--- src/rtl/pcc_pkg.sv ---
// Shared constants, FSM state type and helper functions for the pcc vector generator.
// The popcount helper is used by both the design and the bench scoreboard.
package pcc_pkg;

   localparam int POS_W  = 6;
   localparam int NEG_W  = 9;
   localparam int CNTP_W = 3;
   localparam int CNTN_W = 4;
   localparam int LEN_W  = 8;
   // Rotation counters only need to reach POS_W-1 / NEG_W-1.
   localparam int ROTP_W = 3;
   localparam int ROTN_W = 4;

   typedef enum logic {
      IDLE = 1'b0,
      RUN  = 1'b1
   } state_t;

   // Limit a requested pos count to the number of bits in the pos vector.
   function automatic logic [CNTP_W-1:0] clamp_pos(input logic [CNTP_W-1:0] c);
      return (c > CNTP_W'(POS_W)) ? CNTP_W'(POS_W) : c;
   endfunction

   // Limit a requested neg count to the number of bits in the neg vector.
   function automatic logic [CNTN_W-1:0] clamp_neg(input logic [CNTN_W-1:0] c);
      return (c > CNTN_W'(NEG_W)) ? CNTN_W'(NEG_W) : c;
   endfunction

   // Number of ones in a vector of up to 16 bits (zero-extend narrower vectors).
   function automatic logic [4:0] popcount(input logic [15:0] v);
      logic [4:0] s;
      s = '0;
      for (int i = 0; i < 16; i++) begin
         s = s + {4'b0000, v[i]};
      end
      return s;
   endfunction

endpackage

--- src/rtl/therm_rot.sv ---
// Combinational thermometer code of n ones, rotated left by r positions (r < W).
module therm_rot #(
   parameter int W  = 6,
   parameter int CW = 3,
   parameter int RW = 3
) (
   input  logic [CW-1:0] n,
   input  logic [RW-1:0] r,
   output logic [W-1:0]  v
);

   logic [W-1:0]   therm;
   logic [2*W-1:0] dbl;

   // Build therm(n), then rotate by shifting a doubled copy and taking the upper half.
   always_comb begin
      therm = '0;
      for (int i = 0; i < W; i++) begin
         therm[i] = (i < int'(n));
      end
      dbl = {therm, therm} << r;
      v   = dbl[2*W-1:W];
   end

endmodule

--- src/rtl/pcc_vec_gen.sv ---
// Burst generator: turns (cnt_pos, cnt_neg, len) requests into len beats of rotating
// thermometer vectors holding exactly the clamped number of ones.
//
// Handshakes: a transfer happens on a rising clk edge where valid & ready are both high.
// A producer holding valid high keeps its payload stable until the transfer; ready may be
// high or low independently of valid. req_* is accepted only in IDLE; out_* beats are held
// bit-stable while out_valid & !out_ready.
module pcc_vec_gen
   import pcc_pkg::*;
(
   input  logic              clk,
   input  logic              rst,
   input  logic              req_valid,
   output logic              req_ready,
   input  logic [CNTP_W-1:0] req_cnt_pos,
   input  logic [CNTN_W-1:0] req_cnt_neg,
   input  logic [LEN_W-1:0]  req_len,
   output logic              out_valid,
   input  logic              out_ready,
   output logic [POS_W-1:0]  out_pos,
   output logic [NEG_W-1:0]  out_neg,
   output logic              out_last,
   output logic              sat
);

   state_t              state_q, state_d;
   logic                rdy_q, rdy_d;
   logic [LEN_W-1:0]    len_q, len_d;
   logic [LEN_W-1:0]    beat_q, beat_d;
   logic [ROTP_W-1:0]   rp_q, rp_d;
   logic [ROTN_W-1:0]   rn_q, rn_d;
   logic [CNTP_W-1:0]   cp_q, cp_d;
   logic [CNTN_W-1:0]   cn_q, cn_d;
   logic                sat_q, sat_d;
   logic                ov_q, ov_d;
   logic [POS_W-1:0]    op_q, op_d;
   logic [NEG_W-1:0]    on_q, on_d;
   logic                ol_q, ol_d;

   logic                accept, hs;
   logic [CNTP_W-1:0]   cp_req, tr_pos_n;
   logic [CNTN_W-1:0]   cn_req, tr_neg_n;
   logic [ROTP_W-1:0]   rp_inc, tr_pos_r;
   logic [ROTN_W-1:0]   rn_inc, tr_neg_r;
   logic [POS_W-1:0]    tr_pos_v;
   logic [NEG_W-1:0]    tr_neg_v;

   // Handshake qualifiers, clamped request counts and wrapping rotation increments.
   always_comb begin
      accept   = req_valid & rdy_q;
      hs       = ov_q & out_ready;
      cp_req   = clamp_pos(req_cnt_pos);
      cn_req   = clamp_neg(req_cnt_neg);
      rp_inc   = (rp_q == ROTP_W'(POS_W - 1)) ? '0 : rp_q + ROTP_W'(1);
      rn_inc   = (rn_q == ROTN_W'(NEG_W - 1)) ? '0 : rn_q + ROTN_W'(1);
      // In IDLE the vector generators prepare beat 0 of a new request; in RUN, the next beat.
      tr_pos_n = (state_q == IDLE) ? cp_req : cp_q;
      tr_neg_n = (state_q == IDLE) ? cn_req : cn_q;
      tr_pos_r = (state_q == IDLE) ? '0 : rp_inc;
      tr_neg_r = (state_q == IDLE) ? '0 : rn_inc;
   end

   therm_rot #(.W(POS_W), .CW(CNTP_W), .RW(ROTP_W)) u_rot_pos (
      .n (tr_pos_n),
      .r (tr_pos_r),
      .v (tr_pos_v)
   );

   therm_rot #(.W(NEG_W), .CW(CNTN_W), .RW(ROTN_W)) u_rot_neg (
      .n (tr_neg_n),
      .r (tr_neg_r),
      .v (tr_neg_v)
   );

   // Next-state, counter and output-register logic; everything holds unless updated.
   always_comb begin
      state_d = state_q;
      rdy_d   = rdy_q;
      len_d   = len_q;
      beat_d  = beat_q;
      rp_d    = rp_q;
      rn_d    = rn_q;
      cp_d    = cp_q;
      cn_d    = cn_q;
      sat_d   = sat_q;
      ov_d    = ov_q;
      op_d    = op_q;
      on_d    = on_q;
      ol_d    = ol_q;
      case (state_q)
         IDLE: begin
            // Ready rises on the first cycle after reset and stays up while idle.
            rdy_d = 1'b1;
            if (accept && (req_len != '0)) begin
               state_d = RUN;
               rdy_d   = 1'b0;
               len_d   = req_len;
               cp_d    = cp_req;
               cn_d    = cn_req;
               sat_d   = (cp_req != req_cnt_pos) || (cn_req != req_cnt_neg);
               beat_d  = '0;
               rp_d    = '0;
               rn_d    = '0;
               ov_d    = 1'b1;
               op_d    = tr_pos_v;
               on_d    = tr_neg_v;
               ol_d    = (req_len == LEN_W'(1));
            end
         end
         RUN: begin
            if (hs) begin
               if (ol_q) begin
                  state_d = IDLE;
                  rdy_d   = 1'b1;
                  ov_d    = 1'b0;
                  op_d    = '0;
                  on_d    = '0;
                  ol_d    = 1'b0;
                  sat_d   = 1'b0;
                  beat_d  = '0;
                  rp_d    = '0;
                  rn_d    = '0;
               end else begin
                  beat_d = beat_q + LEN_W'(1);
                  rp_d   = rp_inc;
                  rn_d   = rn_inc;
                  op_d   = tr_pos_v;
                  on_d   = tr_neg_v;
                  // Next beat index is beat_q+1; it is last when it equals len-1.
                  ol_d   = (({1'b0, beat_q} + (LEN_W + 1)'(2)) == {1'b0, len_q});
               end
            end
         end
         default: begin
            state_d = IDLE;
         end
      endcase
   end

   // State and output registers; async reset aborts any burst immediately.
   always_ff @(posedge clk or posedge rst) begin
      if (rst) begin
         state_q <= IDLE;
         rdy_q   <= 1'b0;
         len_q   <= '0;
         beat_q  <= '0;
         rp_q    <= '0;
         rn_q    <= '0;
         cp_q    <= '0;
         cn_q    <= '0;
         sat_q   <= 1'b0;
         ov_q    <= 1'b0;
         op_q    <= '0;
         on_q    <= '0;
         ol_q    <= 1'b0;
      end else begin
         state_q <= state_d;
         rdy_q   <= rdy_d;
         len_q   <= len_d;
         beat_q  <= beat_d;
         rp_q    <= rp_d;
         rn_q    <= rn_d;
         cp_q    <= cp_d;
         cn_q    <= cn_d;
         sat_q   <= sat_d;
         ov_q    <= ov_d;
         op_q    <= op_d;
         on_q    <= on_d;
         ol_q    <= ol_d;
      end
   end

   assign req_ready = rdy_q;
   assign out_valid = ov_q;
   assign out_pos   = op_q;
   assign out_neg   = on_q;
   assign out_last  = ol_q;
   assign sat       = sat_q;

endmodule

--- config.mk ---
export PLATFORM = sky130hd
export DESIGN_NAME = pcc_vec_gen
export DESIGN_NICKNAME = d
export VERILOG_FILES = /design/src/rtl/pcc_pkg.sv /design/src/rtl/therm_rot.sv /design/src/rtl/pcc_vec_gen.sv
export SDC_FILE = /design/constraint.sdc
export NUM_CORES = 1
export LEC_CHECK = 0
export ABC_AREA = 1
export CORE_ASPECT_RATIO = 1.4
export CORE_MARGIN = 2
export CORE_UTILIZATION = 50
export DETAILED_ROUTE_END_ITERATION = 6
export PLACE_DENSITY = 0.74
export SLEW_MARGIN = 30
export SYNTH_ARGS = -nofsm -noshare
export SYNTH_HDL_FRONTEND = slang
export SYNTH_SLANG_ARGS = --single-unit
--- constraint.sdc ---
create_clock -name clk -period 4.8 [get_ports clk]
set_input_delay 1.2 -clock clk [delete_from_list [all_inputs] [get_ports clk]]
set_output_delay 1.2 -clock clk [all_outputs]
set_load 0.01 [all_outputs]
==> summary.txt, run 1 <==
Status
  • Status: completed

Setup path
  • CP most frequent cell: nand2_1
  • CP top delay family: buffers and inverters
  • CP Cell Sequence: clkdlybuf4s50_1, inv_1, nand4_1, inv_1, nand3_1, nand2_1, nand2_1, inv_2, a21oi_2, o211ai_1, nand2_1
  • Crit end category: flop
  • Bufs and invs on worst path: 4
  • FF-to-FF path depth: 8
  • Critical path data arrival time: around 3.6 ns
  • Worst-path fanout max: 20
  • Critical path's slowest cell: a21oi_2
  • Worst Setup Start Kind: input pin
  • CP Data Required Time: around 5 ns
  • Worst path depth: 11
  • Kind of critical path: input pin to flop
  • Largest stage delay, worst path: 0.58 ns

Routing
  • Routed WL: about 7200 µm
  • DR pass1 iterations: 4
  • Mean routed wirelength per cell: about 13 µm
  • Total number of vias: approximately 2900
  • Initial drt markers: 107
  • Antenna-violating nets left: 0
  • DRC: 0
  • Via density: around 5.3

Synth
  • Mapped cell area: between 3000 and 4000 µm²
  • Ys flop type: dfrtp_1
  • Post-synthesis mux area share: 1.71%
  • Fraction of registers with async set or reset after synthesis: 100%
  • Synth Area in Simple Gates: between 30% and 40%
  • Mapped Cells: between 400 and 500
  • Post-synthesis adder-cell area fraction: under 10%
  • Post-synth cell types: 45
  • EDFF count, synth: 0
  • Synth Register Bits: 50
  • Main combinational cell family by area after synthesis: simple AND/OR/NAND/NOR gates
  • Mean Syn Cell Area: 7.23 µm²
  • Post-synthesis xor/xnor area fraction: about 3.1%
  • Seq/Total Area, Yosys: roughly two fifths
  • Synthesized Nets: 458
  • Compound-cell area share of the yosys netlist: 11.3%
  • Yosys Warn Count: 0

Timing
  • Fin. max-slew vios: 0
  • Crit share post-route: a little over two thirds
  • Worst Skew: 0.00573 ns
  • Slew margin rel.: roughly 55%
  • Fin crit period: 3.39 ns
  • Fmax: about 290 MHz
  • RSZ-0062 raised after global routing: no
  • Hold Vio Cnt, Final: 0
  • Min Hold Slack: 0.482 ns
  • Setup violators final: 0
  • Final setup TNS: 0 ns
  • Worst-Margin Slew: 0.670 ns

Floorplan
  • IO Count: 38
  • Initial Util: just over 50%
  • Core area: between 6000 and 7000 µm²
  • Die width: around 71 µm
  • Die ar.: a little under 7000 µm²
  • Die Span Y: 97.9 µm
  • Row Count: 34

Run
  • Max Cap Viol: 0

CTS
  • Clk_lat worst skew: approximately 0.31 ns
  • Htree depth: 2
  • Clock Sinks: 50
  • Clock Tree Root: clkbuf_8
  • Num CTS Buffers: 5
  • Clock Path Buffers: 2
  • PostCTS Resize Cnt: 0
  • Postcts setup bufs: 0
  • Hold buffers post-CTS: 0
  • Clk pin slew, worst setup/hold paths: around 0.090 ns
  • CTS tree: built

Place
  • Placed cell area: 3530 µm²
  • Final GP Congestion: between 0.9 and 1
  • PortBufs: 37
  • HPWL Detailed: approximately 5500 µm

GRT
  • Vias in the first global route: 2801
  • Largest net degree at the start of global routing: just over 50
  • Gr usage total: a little under a quarter
  • First-pass GRT wire length: ~13000 µm
  • Antenna violations before repair: 0
  • GRT Residual Overflow: 0

Layout
  • Fin area: 3650 µm²
  • Fill cells: roughly 560
  • Multi-input gate area: 1640 µm²
  • Area grow syn2layout: 15.9%
  • Commonest non-fill, non-tap cells in the layout: nand2_1 (140), nand3_1 (63), dfrtp_1 (50)
  • Commonest non-fill, non-tap cell in the layout: nand2_1
  • Final net count: 490
  • # diodes: 0
  • Sequential standard cell area: between 1000 and 1500 µm²
  • Final core occ: between 50% and 60%
  • Share of cells above drive strength 1: 6.84%

Power and ir drop
  • Maximum vdd drop: roughly 0.00036 V
  • Gate power share: 56.1%
  • Int Pwr: around 1.3 mW
  • Pwr per Cell Area: approximately 650 nW/µm²
  • Sw Ratio: 46.7%
  • NetSw: roughly 1.1 mW
  • P_leak: 1.77 nW
  • Share of power burned in registers: between 30% and 40%
  • Clock power share: 12.8%

Hold path
  • HP Class: flop to flop
  • WHS Path Cells: 2
-- stage by stage --
step / cells / setup slack [ns] / power (mW)
after floorplan: 435 / 2.40 / 1.71
after global placement: 532 / 1.12 / 2.05
after detailed placement: 532 / 1.11 / 2.07
after CTS: 540 / 1.41 / 2.37
after global routing: 540 / 1.13 / 2.62
final: 540 / 1.41 / 2.37
-- worst paths after layout --
path / start / end / slack, ns
max: req_len[6] / out_pos[2] / 1.41
min: out_pos[0] / out_pos[0] / 0.48
max reg2reg: state_q / out_pos[2] / 1.88
min reg2reg: out_pos[0] / out_pos[0] / 0.48
max in group asynchronous: rst / rp_q[0] / 3.05
min in group asynchronous: rst / cp_q[2] / 1.30
-- logic make-up (layout without fill, tap and decap cells) --
kind of cell | Yosys count | after routing
buf+inv | 57 | 90
flops | 50 | 50
simple gates | 248 | 248
xor+xnor | 11 | 11
compound gates | 60 | 60
fa+ha+maj | 4 | 4
mux | 5 | 5
-- per-layer routing --
metal	share of wire (%)	global-route usage, %	vias up
met4	2.5	7.84	0
met1	41	26.8	1317
met2	54	42.1	55
met5	0	0	-
met3	2.7	2.68	11
li1	-	-	1495
-- cells in the mapped netlist (2+ instances only) --
master	instances	share of area, %
o21ai_0	25	4.0
nor2_1	21	2.5
o22ai_1	4	0.80
clkbuf_1	4	0.48
nand2_1	140	17
o211ai_1	3	0.72
mux2i_1	2	0.64
nand4_1	5	0.99
nor3b_1	2	0.48
nand3_1	63	10
clkinv_1	2	0.24
nand3_2	3	0.95
a31oi_1	2	0.40
dfrtp_1	50	40
xnor2_1	3	0.84
o21ai_1	5	0.80
nor2_2	3	0.60
inv_1	40	4.8
mux2_2	3	1.1
a21oi_1	10	1.6
buf_2	5	0.80
nand2_2	5	0.99
ha_1	4	1.6
nor3_1	2	0.32
buf_6	2	0.72
xor2_1	8	2.2
-- tightest hold or removal path: cells and delay by family, from the launching register on --
| family | cells | cell delay, ns |
|---|---|---|
| DFF | 1 | 0.35 |
| and+or+nand+nor | 2 | 0.10 |
-- flip-flops by register name, summed over array words and instances, names as in the netlist --
name and cells:
len_q 8, sat 1, out_pos 6, rn_q 4
out_neg 9, rp_q 3, beat_q 8, out_last 1
req_ready 1, out_valid 1, cn_q 4, state_q 1
cp_q 3
-- final cells by class --
class	instances	share of cell area (%)
multi-input cells	328	45.1
well taps	72	2.47
clock buffers	5	1.89
inverters	44	4.67
clock inverters	3	1.24
repair buffers	38	10.4
flip-flops and latches	50	34.3
-- power groups by stage --
stage          combinational, mW  sequential (mW)  clock [mW]
6_report                    1.33            0.736       0.302
5_1_grt                     1.53            0.760       0.328
4_1_cts                     1.33            0.737       0.308
3_5_place_dp                1.32            0.745           0
3_3_place_gp                1.31            0.742           0
2_1_floorplan              0.990            0.718           0
Power figures use the tool's default switching activity.
==> run 2, diff against run 1 <==
clock period = 3.5 ns   (was 4.8 ns; I/O delays follow)
==> summary.txt, run 2 (synthesis results as in run 1) <==
Timing
  • Crit share post-route: between 70% and 80%
  • RSZ-0062 raised after global routing: no
  • Slew margin rel.: 55.1% (-0.23 points)
  • Worst Skew: 0.00801 ns (+0.00228 ns)
  • Worst-Margin Slew: 0.673 ns (+0.00347 ns)
  • Setup violators final: 0 (unchanged)
  • Fmax: just under 400 MHz
  • Fin. max-slew vios: 0 (unchanged)
  • Final worst-path setup slack: 0.984 ns (-0.425 ns)
  • Fin crit period: around 2.5 ns
  • Final setup TNS: 0 ns (unchanged)
  • Hold Vio Cnt, Final: 0 (unchanged)
  • Min Hold Slack: 0.479 ns (-0.00264 ns)

Power and ir drop
  • Pwr per Cell Area: 887 nW/µm² (+37%)
  • P_leak: 1.78 nW (+0.98%)
  • Int Pwr: 1.74 mW (+38%)
  • Maximum vdd drop: 0.000499 V (+40%)
  • NetSw: 1.50 mW (+36%)
  • Clock power share: 12.5% (-0.3 points)
  • Gate power share: 56.6% (+0.5 points)
  • Pwr Total: 3.25 mW (+37%)
  • Share of power burned in registers: 30.9% (-0.2 points)
  • Sw Ratio: 46.3% (-0.35 points)

Routing
  • Routed WL: 7230 µm (+0.31%)
  • DRC: 0 (unchanged)
  • Total number of vias: 2932 (+1.9%)
  • Initial drt markers: 160 (+50%)
  • Via density: 5.40 (+1.3%)
  • Mean routed wirelength per cell: 13.3 µm (-0.25%)
  • DR pass1 iterations: 5 (+1)
  • Antenna-violating nets left: 0 (unchanged)

Place
  • Placed cell area: 3550 µm² (+0.57%)
  • Setup WS pre-CTS: 0.647 ns (-0.467 ns)
  • Final GP Congestion: 0.926 (+2.8%)
  • HPWL Detailed: 5390 µm (-2.0%)
  • PortBufs: 37 (unchanged)

Setup path
  • Critical path's slowest cell: clkdlybuf4s50_1
  • CP Data Required Time: 3.74 ns (-1.31 ns)
  • Largest stage delay, worst path: 0.42 ns (-0.16 ns)
  • Kind of critical path: input pin to flop
  • Critical path data arrival time: 2.75 ns (-0.89 ns)
  • Crit end category: flop
  • Bufs and invs on worst path: 3 (-1)
  • Worst Setup Start Kind: input pin
  • CP top delay family: buffers and inverters
  • CP Cell Sequence: clkdlybuf4s50_1, nor3_1, nand3_1, nand2_1, nand2_1, inv_2, nor2_1, inv_1, o21ai_0, a21oi_1
  • CP most frequent cell: nand2_1
  • Worst-path fanout max: 19 (-5.0%)

Floorplan
  • Initial Util: 51.0% (unchanged)
  • Core area: 6170 µm² (unchanged)
  • Die ar.: 6950 µm² (unchanged)
  • Die Span Y: 97.9 µm (unchanged)
  • Die width: 71.0 µm (unchanged)
  • IO Count: 38 (unchanged)
  • Row Count: 34 (unchanged)

Layout
  • Area grow syn2layout: 16.3%
  • Fin area: 3660 µm² (+0.34%)
  • # diodes: 0 (unchanged)
  • Largest register FFs: 9 (unchanged)
  • Commonest non-fill, non-tap cell in the layout: nand2_1
  • Share of cells above drive strength 1: 7.01% (+0.17 points)
  • Final net count: 493 (+0.61%)
  • Commonest non-fill, non-tap cells in the layout: nand2_1 (140), nand3_1 (63), dfrtp_1 (50)
  • Fill cells: 573 (+1.8%)

Status
  • Status: completed

GRT
  • GRT Residual Overflow: 0 (unchanged)
  • Largest net degree at the start of global routing: 51 (unchanged)
  • First-pass GRT wire length: 12700 µm (-1.3%)
  • Antenna violations before repair: 0 (unchanged)
  • Gr usage total: 22.5% (-0.29 points)
  • Vias in the first global route: 2907 (+3.8%)

CTS
  • Clock Tree Root: clkbuf_8
  • Hold buffers post-CTS: 0 (unchanged)
  • Num CTS Buffers: 5 (unchanged)
  • Clock Sinks: 50 (unchanged)
  • Postcts setup bufs: 0 (unchanged)
  • Clk_lat worst skew: 0.31 ns (about the same)
  • Htree depth: 2 (unchanged)
  • CTS tree: built
  • Clk pin slew, worst setup/hold paths: 0.09 ns (about the same)
  • Clock Path Buffers: 2 (unchanged)
  • PostCTS Resize Cnt: 0 (unchanged)

Run
  • Max Cap Viol: 0 (unchanged)

Hold path
  • HP Class: flop to flop
-- run 2: per-layer routing --
layer / wire length (µm) / track usage (%) / part of all wire (%)
met1: 3040 / 26.8 / 42
met2: 3710 / 39.2 / 51
met3: 283 / 2.89 / 3.9
met4: 193 / 11.3 / 2.7
met5: 0 / 0 / 0
-- run 2: layout make-up --
type	count	area [µm²]	share of cell area, %
flip-flops and latches	50	1250	34.2
clock buffers	7	76.3	2.09
multi-input cells	328	1640	44.9
repair buffers	41	400	10.9
clock inverters	1	30.0	0.821
inverters	44	168	4.58
well taps	72	90.1	2.46
-- run 2: stage by stage --
stage	utilization, %	std cells
final	59.3	543
after floorplan	-	435
after CTS	59.3	543
after detailed placement	57.6	535
after global routing	59.3	543
after global placement	57.6	535
-- run 2: final timing paths --
kind | from | end | slack [ns] | cells after the start
hold / removal | out_neg[7] | out_neg[7] | 0.48 | 2
setup / recovery | req_len[1] | beat_q[7] | 0.98 | 10
hold reg to reg | out_neg[7] | out_neg[7] | 0.48 | 2
min in group asynchronous | rst | out_pos[5] | 1.04 | 3
setup reg to reg | state_q | out_pos[2] | 1.16 | 8
max in group asynchronous | rst | out_neg[7] | 2.01 | 3
-- run 2: worst min-delay path: stages, from the launching register on --
cell and delay [ns]:
dfrtp_1 0.35, nand2_1 0.05, nand2_1 0.05
-- run 2: power groups by stage --
stage               clock network [mW]  registers [mW]  logic, mW
floorplan                            0           0.985       1.36
detailed placement                   0            1.01       1.83
global route                     0.438            1.04       2.10
finish                           0.405            1.00       1.84
global placement                     0            1.01       1.79
CTS                              0.421            1.00       1.84
